`src/rtl/ram_arbiter.sv`:
```
// Two-port round-robin arbiter with lock that shares one synchronous block RAM.
// Grants are combinational in the request cycle; read data returns one cycle later; losers stall on req.
module ram_arbiter #(
    parameter int DATA = 8,
    parameter int ADDR = 8
) (
    input  logic            clk,
    input  logic            rst,
    input  logic            req0,
    input  logic            req1,
    input  logic            wr0,
    input  logic            wr1,
    input  logic            lock0,
    input  logic            lock1,
    input  logic [ADDR-1:0] addr0,
    input  logic [ADDR-1:0] addr1,
    input  logic [DATA-1:0] wdata0,
    input  logic [DATA-1:0] wdata1,
    output logic            gnt0,
    output logic            gnt1,
    output logic            rvalid0,
    output logic            rvalid1,
    output logic [DATA-1:0] rdata0,
    output logic [DATA-1:0] rdata1,
    output logic [ADDR-1:0] ram_addr,
    output logic            ram_wr,
    output logic [DATA-1:0] ram_din,
    input  logic [DATA-1:0] ram_dout
);

    logic last_q,    last_d;
    logic owner_q,   owner_d;
    logic owned_q,   owned_d;
    logic rvalid0_q, rvalid0_d;
    logic rvalid1_q, rvalid1_d;

    logic hold;
    logic win0;
    logic win1;

    // A locked owner that is still requesting pre-empts round-robin entirely.
    always_comb begin
        hold = owned_q & (owner_q ? req1 : req0);
        if (hold) begin
            win0 = ~owner_q;
            win1 = owner_q;
        end else begin
            win0 = req0 & (~req1 | last_q);
            win1 = req1 & (~req0 | ~last_q);
        end
    end

    // Gating with rst drops grants asynchronously while reset is held.
    assign gnt0 = win0 & rst;
    assign gnt1 = win1 & rst;

    always_comb begin
        ram_addr = '0;
        ram_wr   = 1'b0;
        ram_din  = '0;
        if (gnt0) begin
            ram_addr = addr0;
            ram_wr   = wr0;
            ram_din  = wdata0;
        end else if (gnt1) begin
            ram_addr = addr1;
            ram_wr   = wr1;
            ram_din  = wdata1;
        end
    end

    always_comb begin
        last_d    = last_q;
        owner_d   = owner_q;
        owned_d   = owned_q;
        rvalid0_d = gnt0 & ~wr0;
        rvalid1_d = gnt1 & ~wr1;
        if (gnt0) begin
            last_d  = 1'b0;
            owner_d = 1'b0;
            owned_d = lock0;
        end else if (gnt1) begin
            last_d  = 1'b1;
            owner_d = 1'b1;
            owned_d = lock1;
        end else if (owned_q & ~hold) begin
            owned_d = 1'b0;
        end
    end

    // last resets to 1 so that requester 0 wins the first tie after reset.
    always_ff @(posedge clk or negedge rst) begin
        if (!rst) begin
            last_q    <= 1'b1;
            owner_q   <= 1'b0;
            owned_q   <= 1'b0;
            rvalid0_q <= 1'b0;
            rvalid1_q <= 1'b0;
        end else begin
            last_q    <= last_d;
            owner_q   <= owner_d;
            owned_q   <= owned_d;
            rvalid0_q <= rvalid0_d;
            rvalid1_q <= rvalid1_d;
        end
    end

    assign rvalid0 = rvalid0_q;
    assign rvalid1 = rvalid1_q;
    assign rdata0  = ram_dout;
    assign rdata1  = ram_dout;

endmodule

```
`config.mk`:
```
export PLATFORM = sky130hd
export DESIGN_NAME = ram_arbiter
export DESIGN_NICKNAME = d
export VERILOG_FILES = /design/src/rtl/ram_arbiter.sv
export SDC_FILE = /design/constraint.sdc
export NUM_CORES = 1
export LEC_CHECK = 0
export ABC_AREA = 1
export BUFFER_PORTS_ARGS = -buffer_cell sky130_fd_sc_hd__buf_2
export CORE_UTILIZATION = 30
export DETAILED_ROUTE_END_ITERATION = 8
export GPL_TIMING_DRIVEN = 0
export PLACE_DENSITY = 0.78
export REMOVE_ABC_BUFFERS = 1
export SETUP_SLACK_MARGIN = 0.1
export SLEW_MARGIN = 5
export SYNTH_ARGS = -nofsm -noshare
export SYNTH_HDL_FRONTEND = slang
export SYNTH_SLANG_ARGS = --single-unit
```
`constraint.sdc`:
```
create_clock -name clk -period 2.49 [get_ports clk]
set_clock_uncertainty 0.2 [all_clocks]
set_input_delay 0.747 -clock clk [delete_from_list [all_inputs] [get_ports clk]]
set_output_delay 0.747 -clock clk [all_outputs]
set_load 0.01 [all_outputs]
```
# --- Word level (Yosys, flattened, before mapping) ---
# Index checks and enable logic that the tools add are counted.
# Widths: inputs -> output; s select.
word_totals:
  register_bits: 5
  inputBits: 48
  output_inout_bits: 37
  wordCells: 38
classes:
  mux: 14
  bitwise_logic: 17
  n_reduce_logical: 2
op_table:
  columns: ["operator", "count"]
  rows:
  - ["$mux 8", 4]
  - ["$mux 1", 10]
  - ["$and 1x1->1", 8]
  - ["$not 1->1", 7]
  - ["$reduce_bool 3->1", 1]
  - ["$or 1x1->1", 2]
  - ["$reduce_bool 2->1", 1]

# --- Logic depth before layout (Yosys ltp) ---
logic_depth:
  depth_word: 7
  depth_mapped: 9
  ltp_nobuf: 8

# --- Least setup slack after synthesis ---
# No wires, ideal clock.
synth_timing:
  path_kind: "in2out"
  startpoint: "input req1"
  endpoint: "output ram_addr[0]"
  t_arrival_ns: 1.531
  required_time_ns: 1.543
  slack_ns: 0.012
  path_stages: 9
  path_buffers: 1
  path_cell_list: "inv_1 > nand2_1 > nand3_2 > nand2_1 > nand3_2 > inv_4 > buf_12 > nand2_1 > nand2_1"
synth_between:
  elab_chain_cells: 6
  elab_cells_between_ends: 12
  cone_classes: "5 x mux; 7 x bitwise"
synth_lines:
  columns: ["item", "line", "rtl"]
  rows:
  - ["start, declared", "10", "input logic req1,"]
  - ["$mux 1", "43", "hold = owned_q & (owner_q ? req1 : req0);"]
  - ["$and 1x1->1", "43", null]
  - ["$mux 1 (*)", "44", "if (hold) begin"]
  - ["$and 1x1->1 (*)", "55", "assign gnt1 = win1 & rst;"]
  - ["net gnt1", "20", "output logic gnt1,"]
  - ["$mux 8 (*)", "65", "end else if (gnt1) begin"]
  - ["$mux 8 (*)", "61", "if (gnt0) begin"]
  - ["end, declared", "25", "output logic [ADDR-1:0] ram_addr,"]
# Mark *: on every way through the listed nets, which the timed path passes. The rest lies on a longest branch.

# --- Worst setup path in the final report ---
layout_timing:
  startpoint: "input req1"
  endpoint: "output ram_din[4]"
layout_between:
  elab_chain_cells: 6
  elab_cells_between_ends: 12
  cone_classes: "5 x mux; 7 x bitwise"
layout_lines:
  columns: ["item", "line", "rtl"]
  rows:
  - ["$mux 1 / $not 1->1 (equally long branches)", "43, 48", null]
  - ["$and 1x1->1 / $or 1x1->1 (equally long branches)", "43, 48", null]
  - ["$mux 1 / $and 1x1->1 (equally long branches)", "44, 48", null]
  - ["$and 1x1->1 / $mux 1 (equally long branches)", "55, 44", null]
  - ["$mux 8 / $and 1x1->1 (equally long branches)", "65, 54", null]
  - ["$mux 8 (*)", "61", null]
  - ["end, declared", "27", "output logic [DATA-1:0] ram_din,"]
# Every way passes the cells marked *; elsewhere a longest branch is shown, timed or not.

==> impl_metrics.py <==
metrics = {
    "clock_tree": {
        "cts_hold_buf": 0,
        "cts_buffers": 3,
        "clkSinkCount": 5,
        "cts_tree": "built",
        "clkTransAtPathRegs_ns": 0.04,
        "htreeDepth": 1,
        "clkLatencyLatePin_ns": 0.24,
        "clock_path_buffers": 2,
        "root_buffer": "clkbuf_4",
    },
    "synth": {
        "yosys.area.top_type": "nand2_1",
        "synth.distinct_cells": 15,
        "ys_seq_area_share_pct": 20.2,
        "yosys-top-cells-area": "nand2_1 34%, buf_4 22%, dfrtp_1 16%",
        "synth-compound-area-share_pct": 2.40,
        "syn_avg_cell_area_um2": 5.97,
        "synth_warnings": 0,
        "yosys.area_share.simple_pct": 47.5,
        "syn_area_um2": 627,
        "synth_top_family_by_area": "simple AND/OR/NAND/NOR gates",
        "synth.top_cell.area_share_pct": 33.5,
        "synth-adder-area-share_pct": 0,
        "ys_ff_latch": 5,
        "synth_xor_area_share_pct": 0,
        "syn_inst": 105,
        "synth_mux_area_share_pct": 0,
    },
    "die": {
        "start_util_pct": 32.0,
        "io_pins": 85,
        "coreArea_um2": 1960,
        "dieArea_um2": 2280,
        "die_w_um": 47.7,
        "die_h_um": 47.7,
        "rows": 16,
    },
    "timing": {
        "relSlewSlack_pct": 83.2,
        "setup-violations-final": 19,
        "hold_violations": 0,
        "layout_setup_ws_ns": -0.223,
        "finalMaxSlewViolations": 0,
        "rsz0062_at_grt": "true",
        "fmax_mhz": 369,
        "tightest_slew_ns": 0.251,
        "post-route-min-period_ns": 2.71,
        "period_share_pct": 109,
    },
    "worst_setup_path": {
        "r2r_slack_ns": 0.71,
        "worstSetupPathType": "in2out",
        "critPathMaxFanout": 6,
        "r2r-start": "owner_q$_DFFE_PN0P_",
        "cp-start-kind": "primary input",
        "critPathRequiredTime_ns": 1.54,
        "worstReg2RegEnd": "owned_q$_DFFE_PN0P_",
        "arrival_ns": 1.77,
        "crit_path_end_kind": "primary output",
        "ff2ff_path_depth": 9,
    },
    "detailed_routing": {
        "drc": 0,
        "drt_wl_total_um": 2160,
        "viasPerCell": 4.47,
        "drt-initial-drc-count": 12,
        "wire_per_inst_um": 11.4,
        "drtPass1Iterations": 4,
        "ant_nets": 0,
        "via_count": 844,
    },
    "power_and_ir_drop": {
        "power_density_nw_per_um2": 742,
        "ir_drop_mv": 0.273,
        "leakage_nw": 0.637,
        "p_total_uw": 767,
    },
    "placement": {
        "gp_congestion": 0.681,
        "io_buffers": 60,
        "hpwlAfterDp_um": 1290,
        "post-place-ws_ns": -0.513,
    },
    "global_route": {
        "grt-ovfl-total": 0,
        "grt_max_degree": 10,
        "antenna_found_initial": 0,
        "grt_pass1_wl_um": 3020,
        "grt_pass1_vias": 709,
        "grt_usage_pct": 19.6,
    },
    "flow_run": {
        "cap_violations": 0,
    },
    "layout": {
        "area_growth_pct": 65.1,
        "final_nets": 211,
        "layout_common_cells": "56 x buf_2, 49 x nand2_1, 9 x nand2_2",
        "final_common_cell": "buf_2",
        "postLayoutCoreUtil_pct": 52.7,
        "n_antenna_cell": 0,
        "drive_gt1_share_pct": 59.9,
    },
    "worst_hold_path": {
        "min_path_type": "in2async",
    },
    "status": {
        "violations": "negative setup slack",
        "status": "finished, violations left",
    },
}
==> registers in the layout, summed over array words and instances, names as in the netlist <==
name,flops
last_q,1
owned_q,1
owner_q,1
rvalid0,1
rvalid1,1
==> Yosys cell counts <==
cell type	n
inv_1	6
dfrtp_1	4
nand3_1	2
buf_12	1
nand3_2	2
nor2_1	2
buf_4	18
nand2_1	56
nand2_2	5
inv_2	1
inv_4	1
nand4_1	3
dfstp_2	1
o21ai_0	2
a21oi_1	1
==> cell type report <==
type	count	area, um^2
Multi-Input combinational cell	73	377
Timing Repair inverter	5	36.3
Inverter	8	46.3
Fill cell	221	927
Timing Repair Buffer	67	389
Clock buffer	4	26.3
Tap cell	27	33.8
Sequential cell	5	126
==> stage by stage <==
step                      std cells  hold slack (ns)  TNS [ns]  instance area [um^2]
after global routing            189            0.152     -5.05                  1030
after CTS                       187            0.154     -3.07                   968
after global placement          173            0.344     -9.23                   806
final                           189            0.168     -3.56                  1030
after detailed placement        173            0.341     -9.11                   806
after floorplan                  86            0.251     -2.15                   472
==> per-layer routing <==
| metal | GRT usage [%] | vias to the layer above | routed length, um |
|---|---|---|---|
| li1 | - | 419 | - |
| met1 | 19.0 | 367 | 764 |
| met3 | 12.5 | 0 | 230 |
| met4 | 8.33 | 0 | 0 |
| met5 | 0 | - | 0 |
| met2 | 33.0 | 58 | 1160 |
==> power breakdown <==
part           switching, mW  total, mW  internal [mW]
logic                  0.300      0.528          0.228
clock network         0.0317     0.0922         0.0605
registers             0.0312      0.148          0.116
total                  0.363      0.767          0.405
==> what timing repair did <==
| action | CTS | global route |
|---|---|---|
| resized for setup | 21 | 14 |
| cloned | 5 | 0 |
| buffers inserted | 5 | 2 |
| pin swaps | 11 | 10 |
| hold endpoints to repair | 0 | 0 |
| setup endpoints to repair | 19 | 19 |
==> worst max-delay path: stages <==
cell        delay (ns)
buf_8             0.11
inv_6             0.06
nand2_4           0.06
nand3_4           0.09
nand2_4           0.06
nand3_4           0.17
clkinvlp_4        0.18
nand2_1           0.10
nand2_1           0.07
buf_2             0.14
==> how the worst max path moves through the flow <==
| stage | slack [ns] | to | from | cells past startpoint |
|---|---|---|---|---|
| floorplan | -0.13 | ram_addr[0] | req1 | 8 |
| global placement | -0.53 | ram_addr[0] | req1 | 10 |
| detailed placement | -0.51 | ram_addr[0] | req1 | 10 |
| CTS | -0.20 | ram_addr[0] | req0 | 10 |
| global route | -0.29 | ram_din[4] | req1 | 10 |
| finish | -0.22 | ram_din[4] | req1 | 10 |
==> cell families after synthesis <==
kind of cell / after synthesis
buffers and inverters: 27
DFF: 5
and+or+nand+nor: 70
AOI/OAI and AO/OA: 3
(Power assumes the default switching activity.)
